## src/rtl/reg_bank_arbiter_if.sv

```systemverilog
// Requester and register-bank side signals of reg_bank_arbiter.
// The master modport is the requesters plus the bank; slave is the arbiter.
interface reg_bank_arbiter_if #(
  parameter int NUM_REQ = 2,
  parameter int ADDR_W  = 4,
  parameter int REG_W   = 8
);
  logic [NUM_REQ-1:0]        req;
  logic [NUM_REQ-1:0]        wr;
  logic [NUM_REQ*ADDR_W-1:0] addr;
  logic [NUM_REQ*REG_W-1:0]  wdata;
  logic [NUM_REQ-1:0]        ack;
  logic [NUM_REQ-1:0]        err;
  logic [REG_W-1:0]          rdata;
  logic                      bank_we;
  logic [ADDR_W-1:0]         bank_addr;
  logic [REG_W-1:0]          bank_wdata;
  logic [REG_W-1:0]          bank_rdata;

  modport master (
    output req, wr, addr, wdata, bank_rdata,
    input  ack, err, rdata, bank_we, bank_addr, bank_wdata
  );

  modport slave (
    input  req, wr, addr, wdata, bank_rdata,
    output ack, err, rdata, bank_we, bank_addr, bank_wdata
  );
endinterface

```

## src/rtl/reg_bank_arbiter.sv

```systemverilog
// Shares one register-bank port between NUM_REQ requesters: grant, one-cycle access, ack.
// Define REG_ARB_FIXED_PRIO_EN for fixed priority (lowest index wins) instead of round-robin.
module reg_bank_arbiter #(
  parameter int NUM_REQ = 2,
  parameter int ADDR_W  = 4,
  parameter int REG_W   = 8
) (
  input  logic clk,
  input  logic rstb,
  input  logic ena,
  output logic busy,
  reg_bank_arbiter_if.slave bus
);
  localparam int IDX_W = (NUM_REQ > 1) ? $clog2(NUM_REQ) : 1;

  typedef enum logic [1:0] {IDLE, ACCESS, RESP} state_t;

  state_t              state, state_nxt;
  logic [IDX_W-1:0]    win_idx;
  logic                win_vld;
  logic [IDX_W-1:0]    lat_idx;
  logic                lat_wr;
  logic [ADDR_W-1:0]   lat_addr;
  logic [REG_W-1:0]    lat_wdata;
  logic                drop;
`ifndef REG_ARB_FIXED_PRIO_EN
  logic [IDX_W-1:0]    last_winner;
`endif

  // First set request, scanning upward from the slot after the previous winner.
  always_comb begin
    win_vld = 1'b0;
    win_idx = '0;
    for (int k = 0; k < NUM_REQ; k++) begin
      int cand;
      logic [IDX_W-1:0] cidx;
`ifdef REG_ARB_FIXED_PRIO_EN
      cand = k;
`else
      cand = (int'(last_winner) + 1 + k) % NUM_REQ;
`endif
      cidx = IDX_W'(cand);
      if (!win_vld && bus.req[cidx]) begin
        win_vld = 1'b1;
        win_idx = cidx;
      end
    end
  end

  always_ff @(posedge clk or negedge rstb) begin
    if (!rstb) state <= IDLE;
    else       state <= state_nxt;
  end

  always_comb begin
    state_nxt = state;
    case (state)
      IDLE:    if (ena && win_vld) state_nxt = ACCESS;
      ACCESS:  state_nxt = RESP;
      RESP:    state_nxt = IDLE;
      default: state_nxt = IDLE;
    endcase
  end

  always_ff @(posedge clk or negedge rstb) begin
    if (!rstb) begin
      lat_idx   <= '0;
      lat_wr    <= 1'b0;
      lat_addr  <= '0;
      lat_wdata <= '0;
      drop      <= 1'b0;
      bus.ack   <= '0;
      bus.err   <= '0;
      bus.rdata <= '0;
`ifndef REG_ARB_FIXED_PRIO_EN
      last_winner <= IDX_W'(NUM_REQ - 1);
`endif
    end else begin
      bus.ack <= '0;
      bus.err <= '0;
      case (state)
        IDLE: if (ena && win_vld) begin
          lat_idx   <= win_idx;
          lat_wr    <= bus.wr[win_idx];
          lat_addr  <= bus.addr[int'(win_idx)*ADDR_W +: ADDR_W];
          lat_wdata <= bus.wdata[int'(win_idx)*REG_W +: REG_W];
        end
        // A write that saw ena low in its access cycle was dropped; it gets no err.
        ACCESS: drop <= !ena;
        RESP: begin
          bus.ack <= NUM_REQ'(1) << lat_idx;
          if (lat_wr && lat_addr[ADDR_W-1] && !drop)
            bus.err <= NUM_REQ'(1) << lat_idx;
          if (!lat_wr)
            bus.rdata <= bus.bank_rdata;
`ifndef REG_ARB_FIXED_PRIO_EN
          last_winner <= lat_idx;
`endif
        end
        default: ;
      endcase
    end
  end

  // Latched address/data hold between accesses; the strobe is only ever in ACCESS.
  assign bus.bank_addr  = lat_addr;
  assign bus.bank_wdata = lat_wdata;
  assign bus.bank_we    = (state == ACCESS) && lat_wr && !lat_addr[ADDR_W-1] && ena;
  assign busy           = (state != IDLE);
endmodule

```

## src/flat_wrapper.sv

```systemverilog
// flat-port wrapper written by rule: the top's interface ports become plain ports
module reg_bank_arbiter_flat 
#(
  parameter int NUM_REQ = 2,
  parameter int ADDR_W  = 4,
  parameter int REG_W   = 8
)
  (clk, rstb, ena, busy, bus_req, bus_wr, bus_addr, bus_wdata, bus_bank_rdata, bus_ack, bus_err, bus_rdata, bus_bank_we, bus_bank_addr, bus_bank_wdata);
  reg_bank_arbiter_if #(.NUM_REQ(NUM_REQ), .ADDR_W(ADDR_W), .REG_W(REG_W)) bus_i ();
  input  logic clk;
  input  logic rstb;
  input  logic ena;
  output logic busy;
  input wire logic [$bits(bus_i.req)-1:0] bus_req;
  input wire logic [$bits(bus_i.wr)-1:0] bus_wr;
  input wire logic [$bits(bus_i.addr)-1:0] bus_addr;
  input wire logic [$bits(bus_i.wdata)-1:0] bus_wdata;
  input wire logic [$bits(bus_i.bank_rdata)-1:0] bus_bank_rdata;
  output wire logic [$bits(bus_i.ack)-1:0] bus_ack;
  output wire logic [$bits(bus_i.err)-1:0] bus_err;
  output wire logic [$bits(bus_i.rdata)-1:0] bus_rdata;
  output wire logic [$bits(bus_i.bank_we)-1:0] bus_bank_we;
  output wire logic [$bits(bus_i.bank_addr)-1:0] bus_bank_addr;
  output wire logic [$bits(bus_i.bank_wdata)-1:0] bus_bank_wdata;
  assign bus_i.req = bus_req;
  assign bus_i.wr = bus_wr;
  assign bus_i.addr = bus_addr;
  assign bus_i.wdata = bus_wdata;
  assign bus_i.bank_rdata = bus_bank_rdata;
  assign bus_ack = bus_i.ack;
  assign bus_err = bus_i.err;
  assign bus_rdata = bus_i.rdata;
  assign bus_bank_we = bus_i.bank_we;
  assign bus_bank_addr = bus_i.bank_addr;
  assign bus_bank_wdata = bus_i.bank_wdata;
  reg_bank_arbiter #(.NUM_REQ(NUM_REQ), .ADDR_W(ADDR_W), .REG_W(REG_W)) u_core (.clk(clk), .rstb(rstb), .ena(ena), .busy(busy), .bus(bus_i));
endmodule
```

## config.mk

```make
export PLATFORM = sky130hd
export DESIGN_NAME = reg_bank_arbiter_flat
export DESIGN_NICKNAME = d
export VERILOG_FILES = /design/src/rtl/reg_bank_arbiter_if.sv /design/src/rtl/reg_bank_arbiter.sv /design/src/flat_wrapper.sv
export SDC_FILE = /design/constraint.sdc
export NUM_CORES = 1
export LEC_CHECK = 0
export CORE_MARGIN = 3
export CORE_UTILIZATION = 30
export CTS_CLUSTER_SIZE = 12
export DETAILED_ROUTE_END_ITERATION = 6
export GPL_ROUTABILITY_DRIVEN = 0
export PLACE_DENSITY_LB_ADDON = 0.3
export SLEW_MARGIN = 10
export SYNTH_ARGS = -nofsm -noshare
export SYNTH_HDL_FRONTEND = slang
export SYNTH_SLANG_ARGS = --single-unit
export TNS_END_PERCENT = 50
```

## constraint.sdc

```tcl
create_clock -name clk -period 2.2 [get_ports clk]
set_clock_uncertainty 0.2 [all_clocks]
set_input_delay 0.44 -clock clk [delete_from_list [all_inputs] [get_ports clk]]
set_output_delay 0.44 -clock clk [all_outputs]
set_load 0.02 [all_outputs]
```

**Word level (Yosys, flattened, before mapping)**

Cells that the tools add are included.

- Flip-flop bits (word level): 30
- Bits of input ports: 39
- Word-level logic and storage cells: 52

- $add $sub $neg: 2
- $lt $le $gt $ge: 3
- Equal/unequal tests: 3
- Shifts and indexed selects: 3
- Muxes and demuxes: 15
- Bitwise operators: 1
- Reductions and logical operators: 15

Operators by type and width:

| cell | number |
|---|---|
| variable part select 16 x 5 -> 8 bit | 1 |
| 2-to-1 mux 1 bit | 10 |
| 2-to-1 mux 2 bit | 4 |
| variable part select 8 x 4 -> 4 bit | 1 |
| logical AND 1 bit | 7 |
| < comparator 1 x 2 -> 1 bit (second input constant) | 3 |
| logical NOT 1 bit | 4 |
| one-hot mux 2 bit (2 select lines) | 1 |
| AND reduction 2 bit | 2 |
| adder 1 bit (second input constant) | 2 |
| equality test 2 x 1 -> 1 bit (second input constant) | 1 |
| equality test 2 bit (second input constant) | 1 |
| logical NOT 2 bit | 1 |
| inequality test 2 x 1 -> 1 bit (second input constant) | 1 |
| nonzero test 2 bit | 1 |
| << shifter 1 x 1 -> 2 bit (first input constant) | 1 |
| NOT 1 bit | 1 |

**Longest topological paths before layout**

- Depth in word-level cells: 10
- Mapped depth: 5
- Depth with buffers taken out: 3

**Worst setup path after synthesis**

No wires, ideal clock.

- Path kind: register -> output
- Start: reg u_core.state[1]
- End: out bus_bank_we
- Arrival: 1.080 ns
- Setup slack: 0.480 ns
- Stages on the path, launching flop included: 3
- Path buffers: 0
- Path through: dfrtp_1 nand2b_1 nor3_1

- Word-level cells in the longest chain between the ends: 4

Ends and longest elaborated chain:

| what | RTL line | source |
|---|---|---|
| start: declaration | reg_bank_arbiter.sv:18 | `state_t state, state_nxt;` |
| start signal: assignment | reg_bank_arbiter.sv:52 | `else state <= state_nxt;` |
| equality test 2 x 1 -> 1 bit | reg_bank_arbiter.sv:108 | `assign bus.bank_we = (state == ACCESS) && lat_wr && !lat_addr[ADDR_W-1] && ena;` |
| logical AND 1 bit (3 in series) | reg_bank_arbiter.sv:108 |  |
| end: declaration | flat_wrapper.sv:22 | `output wire logic [$bits(bus_i.bank_we)-1:0] bus_bank_we;` |

No other way between the ends.

**Final worst setup path**

- Start: in ena
- End: out bus_bank_we

- Word-level cells in the longest chain between the ends: 1

Ends and longest elaborated chain:

| what | RTL line | source |
|---|---|---|
| start: declaration | flat_wrapper.sv:12 | `input logic ena;` |
| logical AND 1 bit | reg_bank_arbiter.sv:108 |  |

No other way between the ends.

==> results.cfg <==
[timing]
post-route-period-util_pct = 96.22
finalSetupViolations = 0
finalSetupTns_ps = 0
rsz0062_at_grt = false
min_period_ps = 2117
slew_violations = 0
clock.fmax_ghz = 0.4724
slew_headroom_pct = 57.45
fin_ws_ps = 83.10
hold_viol_final = 0
worstMarginPinSlew_ps = 638.2
hold_ws_ps = 273.5

[global_route]
grt.total_usage_pct = 13.79
grt_max_degree = 31
antenna_found_initial = 0
grt_pass1_wl_um = 5375
gr-total-overflow = 0
first_global_vias = 1190

[layout]
drive_gt1_share_pct = 9.896
nFillCells = 367
seq_area_um2 = 752.0
area_delta_synth_final_pct = 64.59
final_nets = 232
num_antenna_cells = 0
fin_util_pct = 52.02
final_area_um2 = 2111
final_cells = 242
multi_input_area_um2 = 352.8

[drt]
via_count = 1078
first_iter_violations = 75
first_pass_iters = 4
viasPerCell = 4.455
drt-total-wl_um = 3140
drc_errors = 0
wl_per_cell_um = 12.98
ant_nets = 0

[logic_synthesis]
synthAdderAreaFrac_pct = 0
synth_top_family_by_area = buffers and inverters
synth_edf_count = 0
synth_area_um2 = 1282
syn-num-nets = 158
synth_commonest_cells = inv_1, dfrtp_1, a222oi_1
synth.top_cell.area_share_pct = 56.59
synth_compound_area_share_pct = 11.80
synth-simple-area-share_pct = 8.683
synth_top_cell_by_area = dfrtp_1
ys_seq_area_share_pct = 58.63
synthMuxAreaShare_pct = 7.024
synth-xor-area-share_pct = 0
synth.distinct_cells = 20
synth_warnings = 0
synth_ff_type = dfrtp_1
syn_area_per_cell_um2 = 10.78
synth_area_leaders = dfrtp_1, inv_1, a222oi_1, mux2_1, dfstp_2
synth_most_common_cell = inv_1
syn-instance-count = 119
synth-seq-cells = 30
async_flop_share_pct = 100.0

[critical_path]
arrival_ps = 1480
cpPeakStageDelay_ps = 490
cp_num_buf_inv = 2
worstPathCellList = clkdlybuf4s50_1 -> nand2_1 -> nor3_1 -> dlygate4sd2_1
end_kind = primary output
cp.required_ps = 1560
critPathSlowestCell = clkdlybuf4s50_1
criticalPathCategory = in2out
cp-start-kind = input pin
cp_top_family = buffers and inverters
worst-path-max-fanout = 2

[power_and_ir_drop]
netSwitchingPower_mw = 0.6690
powerDensity_nw_per_um2 = 985.4
intPower_mw = 1.411
power_frac_seq_pct = 39.9
power_mw = 2.080
leakage_nw = 1.064
p_sw_share_pct = 32.17
ir_drop_mv = 0.5232
power_frac_comb_pct = 39.8
clockPowerShare_pct = 20.3

[place]
pre_cts_ws_ps = -205.3
port_buffers = 64
hpwl_um = 2483
place_area_um2 = 2031
placed_cells = 236

[flow_run]
drv_cap = 0

[outcome]
status = finished, final reports clean

[clock_network]
worst_skew_pair.late_latency_ps = 270
holdBufCountCts = 0
numCtsBuffers = 5
h-tree-depth = 2
clk_pin_slew_ps = 50
clock_sinks = 30
cts_tree = built
root_buffer = clkbuf_8
clockBufferDepth = 2

[floorplan]
num_rows = 23
die-height_um = 71.38
dieArea_um2 = 5095
coreArea_um2 = 4058
start_util_pct = 31.61
ios = 65
die_w_um = 71.38

[hold_path]
hold_path_class = reg2reg
-- worst paths after layout --
check | start | end | slack [ps] | cells past startpoint
worst max-delay path | ena | bus_bank_we | 80 | 4
worst min-delay path | u_core.last_winner | u_core.last_winner | 270 | 2
worst max register to register | u_core.state[1] | u_core.bus.bank_wdata[3] | 520 | 4
worst min register to register | u_core.last_winner | u_core.last_winner | 270 | 2
max in group asynchronous | rstb | u_core.last_winner | 1130 | 2
min in group asynchronous | rstb | u_core.bus.rdata[0] | 350 | 2
-- power by group through the flow --
stage               registers (mW)  logic (mW)  clock network, mW
floorplan                     1.01       0.210                  0
global placement             0.828       0.825                  0
detailed placement           0.837       0.843                  0
CTS                          0.832       0.843              0.437
global route                 0.857       0.895              0.466
finish                       0.830       0.828              0.422
-- layer usage --
layer / vias to the layer above / GRT usage (%) / wire length [um]
met5: - / 0 / 0
met4: 0 / 5.010 / 17
met3: 2 / 8.135 / 377
met2: 57 / 21.63 / 1479
met1: 489 / 15.52 / 1265
li1: 530 / - / -
-- layout make-up --
| cell class | count | share of cell area, % |
|---|---|---|
| multi-input combinational | 43 | 16.72 |
| tap | 50 | 2.964 |
| timing repair buffer | 71 | 33.31 |
| sequential | 30 | 35.63 |
| inverter | 42 | 7.469 |
| clock buffer | 6 | 3.912 |
-- tightest hold or removal path, delay by kind of cell, from the launching register on --
kind / cells / cell delay, ps
flip-flops: 1 / 370
AND/OR/NAND/NOR: 2 / 100
-- placed cells by master (no fill, tap or decap), drive strengths merged, types with 3 or more instances in the layout --
cell type / n
nor2: 3
clkdlybuf4s50: 62
mux2: 8
buf: 7
nand2b: 3
inv: 42
a222oi: 13
nand2: 5
dfrtp: 29
clkbuf: 6
-- cell families after synthesis --
| kind of cell | after synthesis |
|---|---|
| simple gates | 19 |
| compound gates | 16 |
| buf+inv | 46 |
| flops | 30 |
| mux | 8 |
-- registers in the layout, indices dropped and copies added, names as in the netlist --
register               count
u_core.bus.bank_wdata      8
u_core.bus.rdata           8
u_core.bus.bank_addr       4
u_core.bus.ack             2
u_core.bus.err             2
u_core.state               2
u_core.drop                1
u_core.last_winner         1
u_core.lat_idx             1
u_core.lat_wr              1
-- timing repair --
action | in CTS | in global routing
setup buffers | 0 | 0
gates resized for setup | 2 | 0
endpoints found under the setup margin | 2 | 0
Power figures use the tool's default switching activity.
